===== src/rtl/fetch_unit.sv =====
// rtl/fetch_unit.sv - instruction fetch unit with redirect, stall hold buffer and IF/ID register
// One outstanding imem request; a redirect overrides stall and any coincident response.
module fetch_unit #(
  parameter logic [31:0] RESET_PC = 32'h0000_0000
) (
  input  logic        clk,
  input  logic        rst_n,
  input  logic        stall_i,
  input  logic [1:0]  next_PC_sel,
  input  logic        branch_taken,
  input  logic [31:0] target_i,
  input  logic [31:0] jalr_target_i,
  output logic        imem_req_o,
  output logic [31:0] imem_addr_o,
  input  logic        imem_gnt_i,
  input  logic        imem_rvalid_i,
  input  logic [31:0] imem_rdata_i,
  output logic [31:0] instr_o,
  output logic [31:0] pc_o,
  output logic [6:0]  opcode_o,
  output logic        instr_valid_o,
  output logic        misalign_o
);

  typedef enum logic [1:0] {IDLE, REQ, WAIT} state_t;

  state_t      state;
  logic [31:0] pc;
  logic [31:0] hold_instr;
  logic [31:0] hold_pc;
  logic        hold_valid;
  logic        discard;

  logic        redirect;
  logic        target_bit1;
  logic [31:0] target;
  logic        accept;
  logic        unused_lsbs;

  always_comb begin
    redirect    = (next_PC_sel == 2'b10) || (next_PC_sel == 2'b11) ||
                  ((next_PC_sel == 2'b01) && branch_taken);
    target_bit1 = (next_PC_sel == 2'b11) ? jalr_target_i[1] : target_i[1];
    target      = (next_PC_sel == 2'b11) ? {jalr_target_i[31:2], 2'b00}
                                         : {target_i[31:2], 2'b00};
    // A response is only meaningful in WAIT and when not marked stale.
    accept      = (state == WAIT) && imem_rvalid_i && !discard;
  end

  assign opcode_o    = instr_o[6:0];
  assign unused_lsbs = ^{target_i[0], jalr_target_i[0]};

  always_ff @(posedge clk or negedge rst_n) begin
    if (!rst_n) begin
      state         <= IDLE;
      pc            <= RESET_PC;
      imem_req_o    <= 1'b0;
      imem_addr_o   <= 32'h0000_0000;
      instr_o       <= 32'h0000_0013;
      pc_o          <= 32'h0000_0000;
      instr_valid_o <= 1'b0;
      misalign_o    <= 1'b0;
      hold_instr    <= 32'h0000_0000;
      hold_pc       <= 32'h0000_0000;
      hold_valid    <= 1'b0;
      discard       <= 1'b0;
    end else begin
      misalign_o <= 1'b0;
      if (redirect) begin
        pc            <= target;
        instr_valid_o <= 1'b0;
        hold_valid    <= 1'b0;
        misalign_o    <= target_bit1;
        if (state == WAIT && !imem_rvalid_i) begin
          // Response still in flight: stay and swallow it when it lands.
          discard <= 1'b1;
        end else begin
          discard     <= 1'b0;
          state       <= REQ;
          imem_req_o  <= 1'b1;
          imem_addr_o <= target;
        end
      end else begin
        if (!stall_i) begin
          if (hold_valid) begin
            instr_o       <= hold_instr;
            pc_o          <= hold_pc;
            instr_valid_o <= 1'b1;
            hold_valid    <= 1'b0;
          end else if (accept) begin
            instr_o       <= imem_rdata_i;
            pc_o          <= imem_addr_o;
            instr_valid_o <= 1'b1;
          end else begin
            instr_valid_o <= 1'b0;
          end
        end else if (accept) begin
          hold_instr <= imem_rdata_i;
          hold_pc    <= imem_addr_o;
          hold_valid <= 1'b1;
        end

        case (state)
          IDLE: begin
            if (!stall_i && !hold_valid) begin
              state       <= REQ;
              imem_req_o  <= 1'b1;
              imem_addr_o <= pc;
            end
          end
          REQ: begin
            if (imem_gnt_i) begin
              pc         <= pc + 32'd4;
              imem_req_o <= 1'b0;
              state      <= WAIT;
            end
          end
          WAIT: begin
            if (imem_rvalid_i) begin
              discard <= 1'b0;
              if (!stall_i) begin
                state       <= REQ;
                imem_req_o  <= 1'b1;
                imem_addr_o <= pc;
              end else begin
                state <= IDLE;
              end
            end
          end
          default: state <= IDLE;
        endcase
      end
    end
  end

endmodule


===== config.mk =====
export PLATFORM = sky130hd
export DESIGN_NAME = fetch_unit
export DESIGN_NICKNAME = d
export VERILOG_FILES = /design/src/rtl/fetch_unit.sv
export SDC_FILE = /design/constraint.sdc
export NUM_CORES = 1
export LEC_CHECK = 0
export ABC_AREA = 1
export BUFFER_PORTS_ARGS = -buffer_cell sky130_fd_sc_hd__buf_2
export CORE_MARGIN = 2
export CORE_UTILIZATION = 55
export CTS_CLUSTER_DIAMETER = 40
export DETAILED_ROUTE_END_ITERATION = 16
export PLACE_DENSITY = 0.92
export SETUP_SLACK_MARGIN = 0.4
export SLEW_MARGIN = 10
export SYNTH_ARGS = -nofsm -noshare
export SYNTH_HDL_FRONTEND = slang
export SYNTH_SLANG_ARGS = --single-unit

===== constraint.sdc =====
create_clock -name clk -period 1.9 [get_ports clk]
set_input_delay 0.095 -clock clk [delete_from_list [all_inputs] [get_ports clk]]
set_output_delay 0.095 -clock clk [all_outputs]
set_load 0.05 [all_outputs]

### Word-level counts from Yosys, hierarchy flattened

Index checks and enable logic that the tools add are counted.

| storage, ports and cells | value |
|---|---|
| register bits | 199 |
| bits in latches | 0 |
| RAM bits | 0 |
| memory bits (read-only) | 0 |
| bits of input ports | 104 |
| output and inout bits | 106 |
| memories kept | 0 |

| cells by class | value |
|---|---|
| add/sub/neg operators | 1 |
| multipliers | 0 |
| div/mod/pow operators | 0 |
| order comparisons | 0 |
| equal/unequal tests | 12 |
| shift-type cells | 0 |
| muxes and demuxes | 41 |
| bitwise logic cells | 2 |
| reduce and logical (&&, ||, !) cells | 26 |

Operators with widths:

| operator | number |
|---|---|
| 32-bit 2-to-1 mux | 13 |
| 32-bit case mux with 2 select lines | 1 |
| 32-bit by 3-bit adder with 32-bit output, second input constant | 1 |
| 1-bit 2-to-1 mux | 20 |
| 3-bit != test, second input constant | 4 |
| 2-bit 2-to-1 mux | 5 |
| 2-bit nonzero test | 5 |
| 2-bit equality test, second input constant | 3 |
| 2-bit case mux with 3 select lines | 1 |
| 3-bit AND reduction | 2 |
| 6-bit AND reduction | 1 |
| 1-bit logical AND | 5 |
| 5-bit AND reduction | 1 |
| 2-bit by 1-bit equality test with 1-bit output, second input constant | 2 |
| 1-bit logical NOT | 4 |
| 2-bit AND reduction | 2 |
| 4-bit AND reduction | 1 |
| 4-bit nonzero test | 1 |
| 3-bit by 1-bit != test with 1-bit output, second input constant | 1 |
| 1-bit case mux with 3 select lines | 1 |
| 3-bit nonzero test | 1 |
| 2-bit logical NOT | 1 |
| 1-bit logical OR | 2 |
| 2-bit by 1-bit != test with 1-bit output, second input constant | 1 |
| 2 further kinds | 3 |

### Depth between registers and ports, before layout

Gate-level depths: netlist of the first run.

| depth | value |
|---|---|
| word-level depth | 7 |
| mapped depth | 11 |
| gate-level depth less buffers | 10 |

### Least setup slack after synthesis of the first run

No wires, ideal clock.

| timing path | value |
|---|---|
| path type | register to register |
| from | reg pc[3] |
| to | reg pc[26] |
| setup time | 0.117 ns |
| arrival time | 1.368 ns |
| required time | 1.783 ns |
| path slack | 0.415 ns |
| stages on the path, launching flop included | 11 |
| path buffers | 0 |
| cells stage by stage | dfrtp_1 > ha_1 > nand2_1 > nor2_1 > nand2_1 > nor2_1 > nand2_1 > nand2_1 > nand3_1 > nand2_1 > nand2_1 |

| between the ends | value |
|---|---|
| longest elaborated chain between the ends | 4 |

RTL lines:

| element | line | text |
|---|---|---|
| start: declaration | 28 | `logic [31:0] pc;` |
| start signal: assignment | 70 | `pc <= target;` |
| start signal: assignment | 113 | `pc <= pc + 32'd4;` |
| 32-bit by 3-bit adder with 32-bit output | 113 |  |
| 32-bit 2-to-1 mux | 112 | `if (imem_gnt_i) begin` |
| 32-bit 2-to-1 mux | 103 | `case (state)` |
| 32-bit 2-to-1 mux | 69 | `if (redirect) begin` |

Every way passes these cells. The select of a mux whose other input is x is not followed.
A chain may end at the register's enable or synchronous reset.

### Worst setup path after layout of the first run

| timing path | value |
|---|---|
| from | reg state[0] |
| to | reg pc_o[31] |

| between the ends | value |
|---|---|
| longest elaborated chain between the ends | 5 |

RTL lines:

| element | line | text |
|---|---|---|
| start: declaration | 27 | `state_t state;` |
| start signal: assignment | 55 | `state <= IDLE;` |
| start signal: assignment | 79 | `state <= REQ;` |
| start signal: assignment | 106 | `state <= REQ;` |
| 2-bit equality test | 47 | `accept = (state == WAIT) && imem_rvalid_i && !discard;` |
| 1-bit logical AND (2 in series) | 47 |  |
| 2-bit nonzero test (no source line) | - |  |
| 3-bit AND reduction (no source line) | - |  |
| end signal: assignment | 87 | `pc_o <= hold_pc;` |
| end signal: assignment | 92 | `pc_o <= imem_addr_o;` |
| end: declaration | 19 | `output logic [31:0] pc_o,` |

Every way passes these cells.

==> results of run 1 <==
critical path, cell delays in order (launching register included):
cell and delay (ps):
dfrtp_1 430, nor2_4 130, nand2_2 80, o21bai_1 150, nand2_2 120, nor2_8 140
buf_12 190, inv_16 90, nand2_1 110, nand2_1 90
placed cells by master, fill, tap and decap left out, types with 13 or more instances in the layout:
master,instances
buf_4,29
nand3_1,42
buf_2,206
dlygate4sd3_1,37
o211ai_1,15
a21oi_1,22
inv_1,132
clkbuf_16,27
nor2_1,80
nand2_1,536
o21a_1,13
o21ai_0,128
o21ai_1,48
nand2_2,19
dfrtp_1,188
metal layers:
layer / part of all wire [%] / wire length (um) / track usage, % / vias up
met5: 0 / 0 / 0 / -
met4: 4.6 / 1486 / 12.17 / 0
met3: 8.6 / 2751 / 4.351 / 121
met2: 48 / 15330 / 47.21 / 610
met1: 39 / 12420 / 38.24 / 4734
li1: - / - / - / 4772
sequential cells by signal (all words and copies together), names as in the netlist:
signal	flops
hold_instr	32
misalign_o	1
state	2
imem_addr_o	31
imem_req_o	1
instr_valid_o	1
instr_o	32
pc_o	31
hold_pc	31
discard	1
pc	30
hold_valid	1
path summary, 6_finish.rpt:
kind,start,to,slack [ps]
max in group asynchronous,rst_n,pc[4],990
setup reg to reg,state[0],pc_o[31],220
hold / removal,jalr_target_i[3],pc[3],60
hold reg to reg,pc_o[22],pc_o[22],470
setup / recovery,state[0],pc_o[31],220
min in group asynchronous,rst_n,instr_o[26],160
power groups by stage:
stage	logic, mW	clock network, mW	registers, mW
after CTS	5.06	3.54	5.77
after detailed placement	4.93	0	5.83
final	5.55	3.56	5.85
after global placement	4.81	0	5.78
after floorplan	1.74	0	7.66
after global routing	5.90	3.75	5.93
what timing repair did:
action	4_1_cts	5_1_grt
pin swaps	2	17
gates cloned	1	18
endpoints found under the setup margin	146	181
buffers inserted	3	18
resized for setup	31	79
hold buffers	37	0
hold endpoints to repair	89	0
cell type report:
| class | count | area [um2] |
|---|---|---|
| clock buffers | 17 | 425.4 |
| inverters | 137 | 533.0 |
| multi-input cells | 965 | 4414 |
| repair buffers | 302 | 2196 |
| fillers | 1236 | 5020 |
| repair inverters | 1 | 20.02 |
| well taps | 229 | 286.5 |
| clock inverters | 15 | 142.6 |
| flip-flops and latches | 194 | 4865 |
logic make-up after synthesis:
| kind of cell | after synthesis | synth area share (%) |
|---|---|---|
| simple gates | 726 | 28.61 |
| fa+ha+maj | 1 | 0.1253 |
| flops | 194 | 48.67 |
| compound gates | 238 | 12.76 |
| buf+inv | 216 | 9.838 |
cells in the mapped netlist (4+ instances only):
cell type	number	area, um2
dfrtp_1	191	4780
nand2_1	560	2102
buf_2	27	135.1
o21ai_0	144	720.7
o211ai_1	15	112.6
o21ai_1	38	190.2
or2_2	6	37.54
nor2_1	97	364.1
nand3b_1	4	30.03
buf_4	16	120.1
inv_1	133	499.2
clkbuf_1	23	86.33
buf_6	10	112.6
nand3_1	45	225.2
o21a_1	13	97.59
a21oi_1	23	115.1
per-stage QoR:
step | total power [mW] | instance area (um2) | cells | hold WS (ps)
4_1_cts | 14.37 | 12180 | 1824 | 19.78
6_report | 14.95 | 12880 | 1860 | 60.49
3_3_place_gp | 10.59 | 11100 | 1751 | 79.81
3_5_place_dp | 10.77 | 11100 | 1751 | 80.03
5_1_grt | 15.58 | 12880 | 1860 | 71.09
2_1_floorplan | 9.396 | 9983 | 1375 | -200.6
==> reports/results.tsv, run 1 <==
metric	value	unit
outcome	finished clean	
numCtsBuffers	17	
firstDrtPassIters	5	
syn_area_per_cell	7.261	um2
start_kind	register	
wl_per_cell	17.20	um
grt_pass1_wl	44.62	mm
critical_path_class	register to register	
track_usage	28.66	%
drv_slew	0	
synth_edf_count	0	
synth.distinct_cells	32	
drive_gt1_share	22.99	%
grt_pass1_vias	9001	
ys_ff_latch	194	
cellPowerDensity	1161	mW/mm2
syn_to_final_growth	29.04	%
pre_cts_ws	145.8	ps
worstHoldPathType	input pin to register	
insertion_delay	440	ps
num_vias	10240	
utilization	71.96	%
min_path_cells	5	
share_comb_of_total_power	37.1	%
min_period	1684	ps
place_hpwl	17.80	mm
fmax	0.5939	GHz
syn_inst	1375	
seq_area_frac_synth	48.67	%
power_leakage	6.899	nW
pin_count	210	
first_iter_violations	1049	
drt.antenna.violating_nets	0	
syn-cell-area	0.009983	mm2
grt_overflow	0	
nets	1723	
p_int	8.436	mW
cts_sinks	194	
path_clk_slew	80	ps
tightestPinTransition	616.5	ps
die_x	138.7	um
clk_path_buf_depth	2	
htree_levels	4	
hold_viol	0	
die_y	138.7	um
required	2220	ps
routed_wl	31.99	mm
slew_headroom	58.86	%
yosys_most_used_dff	dfrtp_1	
dieArea	0.01924	mm2
rows	49	
cap_violations	0	
end_kind	register	
drcViolationCount	0	
antenna_found_initial	0	
synth_async_sr_flop_share	100.0	%
p_seq_share	39.1	%
fin_crit_sh	88.62	%
r2r_cells	9	
peakVddDrop	851.5	uV
netSwitchingFraction	43.59	%
grt_max_degree	127	
rsz0062_at_grt	true	
synth_nets	1480	
io_buffers	207	
p_sw	6.518	mW
cts_root_buf	clkbuf_16	
fin_worst_skew	12.35	ps
detail_route.vias_per_cell	5.504	
clkPwrFrac	23.8	%
setup_slack	216.2	ps
setup_viol	0	
yosys_warnings	0	
critPathMaxFanout	32	
setup_tns	0	ps
n_antenna_cell	0	
core_area	0.01790	mm2
crit_arrival	2000	ps
cts_tree	yes	
initial_core_util	55.77	%
place.gp.congestion	0.9479	
No activity file was read; power rests on OpenSTA's default activity.
==> inputs of run 2 (changes only) <==
--- a/config.mk
+++ b/config.mk
@@ -10,6 +10,7 @@
 export CORE_MARGIN = 2
 export CORE_UTILIZATION = 55
 export CTS_CLUSTER_DIAMETER = 40
+export CTS_CLUSTER_SIZE = 24
 export DETAILED_ROUTE_END_ITERATION = 16
 export PLACE_DENSITY = 0.92
 export SETUP_SLACK_MARGIN = 0.4
==> constraint.sdc (replaced) <==
create_clock -name clk -period 1.8 [get_ports clk]
set_input_delay 0.09 -clock clk [delete_from_list [all_inputs] [get_ports clk]]
set_output_delay 0.09 -clock clk [all_outputs]
set_load 0.05 [all_outputs]
==> run 2 against run 1 <==
Wire length grew 4.3%. Global-route usage is 2.6 points higher. First-iteration DRC count rose by 18%. Maximum frequency is 1.6% higher. Worst setup slack got worse by 74 ps. Clock-buffer cell count stayed put. Highest routed layer unchanged.
==> reports/results.tsv, run 2 (synthesized netlist as in run 1, its figures left out) <==
metric	value	unit	change
htree_levels	4		unchanged
cp_cell_sequence	nor2_2, nand2_1, o21bai_1, nand2_2, nor2_8, buf_12, inv_8, nand2_1, nand2_1		
cts_root_buf	clkbuf_16		
cp_common_cell	nand2_1		
pre_cts_ws	63.43	ps	-82.40 ps
critPathMaxStageDelay	410	ps	-20 ps
dieArea	0.01924	mm2	unchanged
hold_viol	0		unchanged
grt_pass1_vias	9824		+9.1%
p_sw	7.135	mW	+9.5%
slew_headroom	56.74	%	-2.1 points
slowest_stage	dfrtp_1		
power_leakage	7.115	nW	+3.1%
cts_sinks	194		unchanged
cts_tree	yes		
wl_per_cell	17.66	um	+2.7%
cellPowerDensity	1191	mW/mm2	+2.6%
peakVddDrop	918.6	uV	+7.9%
end_kind	register		
drcViolationCount	0		unchanged
drv_slew	0		unchanged
clk_path_buf_depth	2		unchanged
outcome	finished clean		
detail_route.vias_per_cell	5.620		+2.1%
initial_core_util	55.77	%	unchanged
fin_worst_skew	14.61	ps	+2.267 ps
insertion_delay	440	ps	about the same
rsz0062_at_grt	true		
final_common_cell	nand2_1		
setup_viol	0		unchanged
critPathMaxFanout	16		-50%
tightestPinTransition	648.2	ps	+31.76 ps
p_int	8.940	mW	+6.0%
grt_overflow	0		unchanged
rows	49		unchanged
crit_arrival	1980	ps	-20 ps
mostFrequentLayoutCells	512 x nand2_1, 206 x buf_2, 185 x dfrtp_1, 128 x inv_1, 122 x o21ai_0		
track_usage	31.24	%	+2.6 points
core_area	0.01790	mm2	unchanged
start_kind	register		
reg.largest.list	hold_instr x32, instr_o x32		
drive_gt1_share	27.77	%	+4.8 points
drt.antenna.violating_nets	0		unchanged
antenna_found_initial	1		+1
io_buffers	207		unchanged
syn_to_final_growth	35.19	%	
firstDrtPassIters	6		+1
numCtsBuffers	17		unchanged
num_vias	10620		+3.8%
min_period	1658	ps	-25.93 ps
fill_cells	1148		-7.1%
fmax	0.6032	GHz	+1.6%
first_iter_violations	1239		+18%
nets	1752		+1.7%
clkPwrFrac	23.2	%	-0.6 points
die_x	138.7	um	unchanged
fin_crit_sh	92.10	%	+3.5 points
share_comb_of_total_power	38.2	%	+1.1 points
netSwitchingFraction	44.39	%	+0.80 points
worstHoldPathType	input pin to register		
critical_path_class	register to register		
cap_violations	0		unchanged
grt_pass1_wl	48.69	mm	+9.1%
pin_count	210		unchanged
place_hpwl	18.26	mm	+2.6%
path_clk_slew	80	ps	about the same
grt_max_degree	127		unchanged
setup_tns	0	ps	unchanged
p_seq_share	38.5	%	-0.6 points
routed_wl	33.38	mm	+4.3%
required	2120	ps	-100 ps
die_y	138.7	um	unchanged
setup_slack	142.2	ps	-74.07 ps
fin_hold_ws	66.86	ps	+6.369 ps
place.gp.congestion	0.9685		+2.2%
run 2: path summary, 6_finish.rpt:
path / start / to / slack, ps / depth (start not counted)
worst min register to register: instr_o[26] / instr_o[26] / 470 / 2
min in group asynchronous: rst_n / instr_o[29] / 190 / 2
worst max-delay path: state[0] / instr_o[29] / 140 / 9
worst max register to register: state[0] / instr_o[29] / 140 / 9
max in group asynchronous: rst_n / pc[10] / 910 / 3
worst min-delay path: jalr_target_i[3] / pc[3] / 70 / 5
run 2: area by class of cell:
class,instances,area (um2),area share [%]
Multi-Input combinational cell,965,4629,34.30
Clock inverter,15,141.4,1.048
Inverter,137,550.5,4.079
Sequential cell,194,4868,36.07
Tap cell,229,286.5,2.123
Antenna cell,1,2.502,0.01854
Timing Repair inverter,2,22.52,0.1669
Clock buffer,17,425.4,3.152
Timing Repair Buffer,330,2570,19.04
run 2: power by group through the flow:
stage | registers (mW) | clock network (mW) | logic, mW
5_1_grt | 6.30 | 3.93 | 6.53
2_1_floorplan | 8.09 | 0 | 1.83
6_report | 6.20 | 3.73 | 6.15
3_5_place_dp | 6.15 | 0 | 5.22
4_1_cts | 6.09 | 3.70 | 5.60
3_3_place_gp | 6.09 | 0 | 5.09
run 2: worst max-delay path: cells and delay by family, from the launching register on:
kind	cells	cell delay (ps)
flip-flops	1	410
buffers and inverters	2	270
AND/OR/NAND/NOR	6	710
AO/OA/AOI/OAI	1	160
run 2: through the flow:
| stage | total power [mW] | utilization [%] | cells | instance area (um2) |
|---|---|---|---|---|
| global placement | 11.18 | 62.37 | 1758 | 11170 |
| global route | 16.77 | 75.39 | 1890 | 13500 |
| finish | 16.07 | 75.39 | 1890 | 13500 |
| CTS | 15.39 | 71.95 | 1866 | 12880 |
| detailed placement | 11.38 | 62.37 | 1758 | 11170 |
| floorplan | 9.918 | - | 1375 | 9992 |
run 2: timing repair:
action | in CTS | in global routing
hold buffers | 38 | 0
buffers inserted | 31 | 12
pin swaps | 35 | 25
gates resized for setup | 101 | 112
cloned | 7 | 11
endpoints found under the hold margin | 98 | 0
setup endpoints to repair | 170 | 189
run 2: routing by layer:
layer | routed length (um) | GRT usage, % | part of all wire (%) | vias up
met5 | 0 | 0 | 0 | -
met4 | 1529 | 13.29 | 4.6 | 0
met3 | 2872 | 5.076 | 8.6 | 132
met2 | 16520 | 53.41 | 49 | 683
met1 | 12460 | 39.71 | 37 | 4968
li1 | - | - | - | 4838
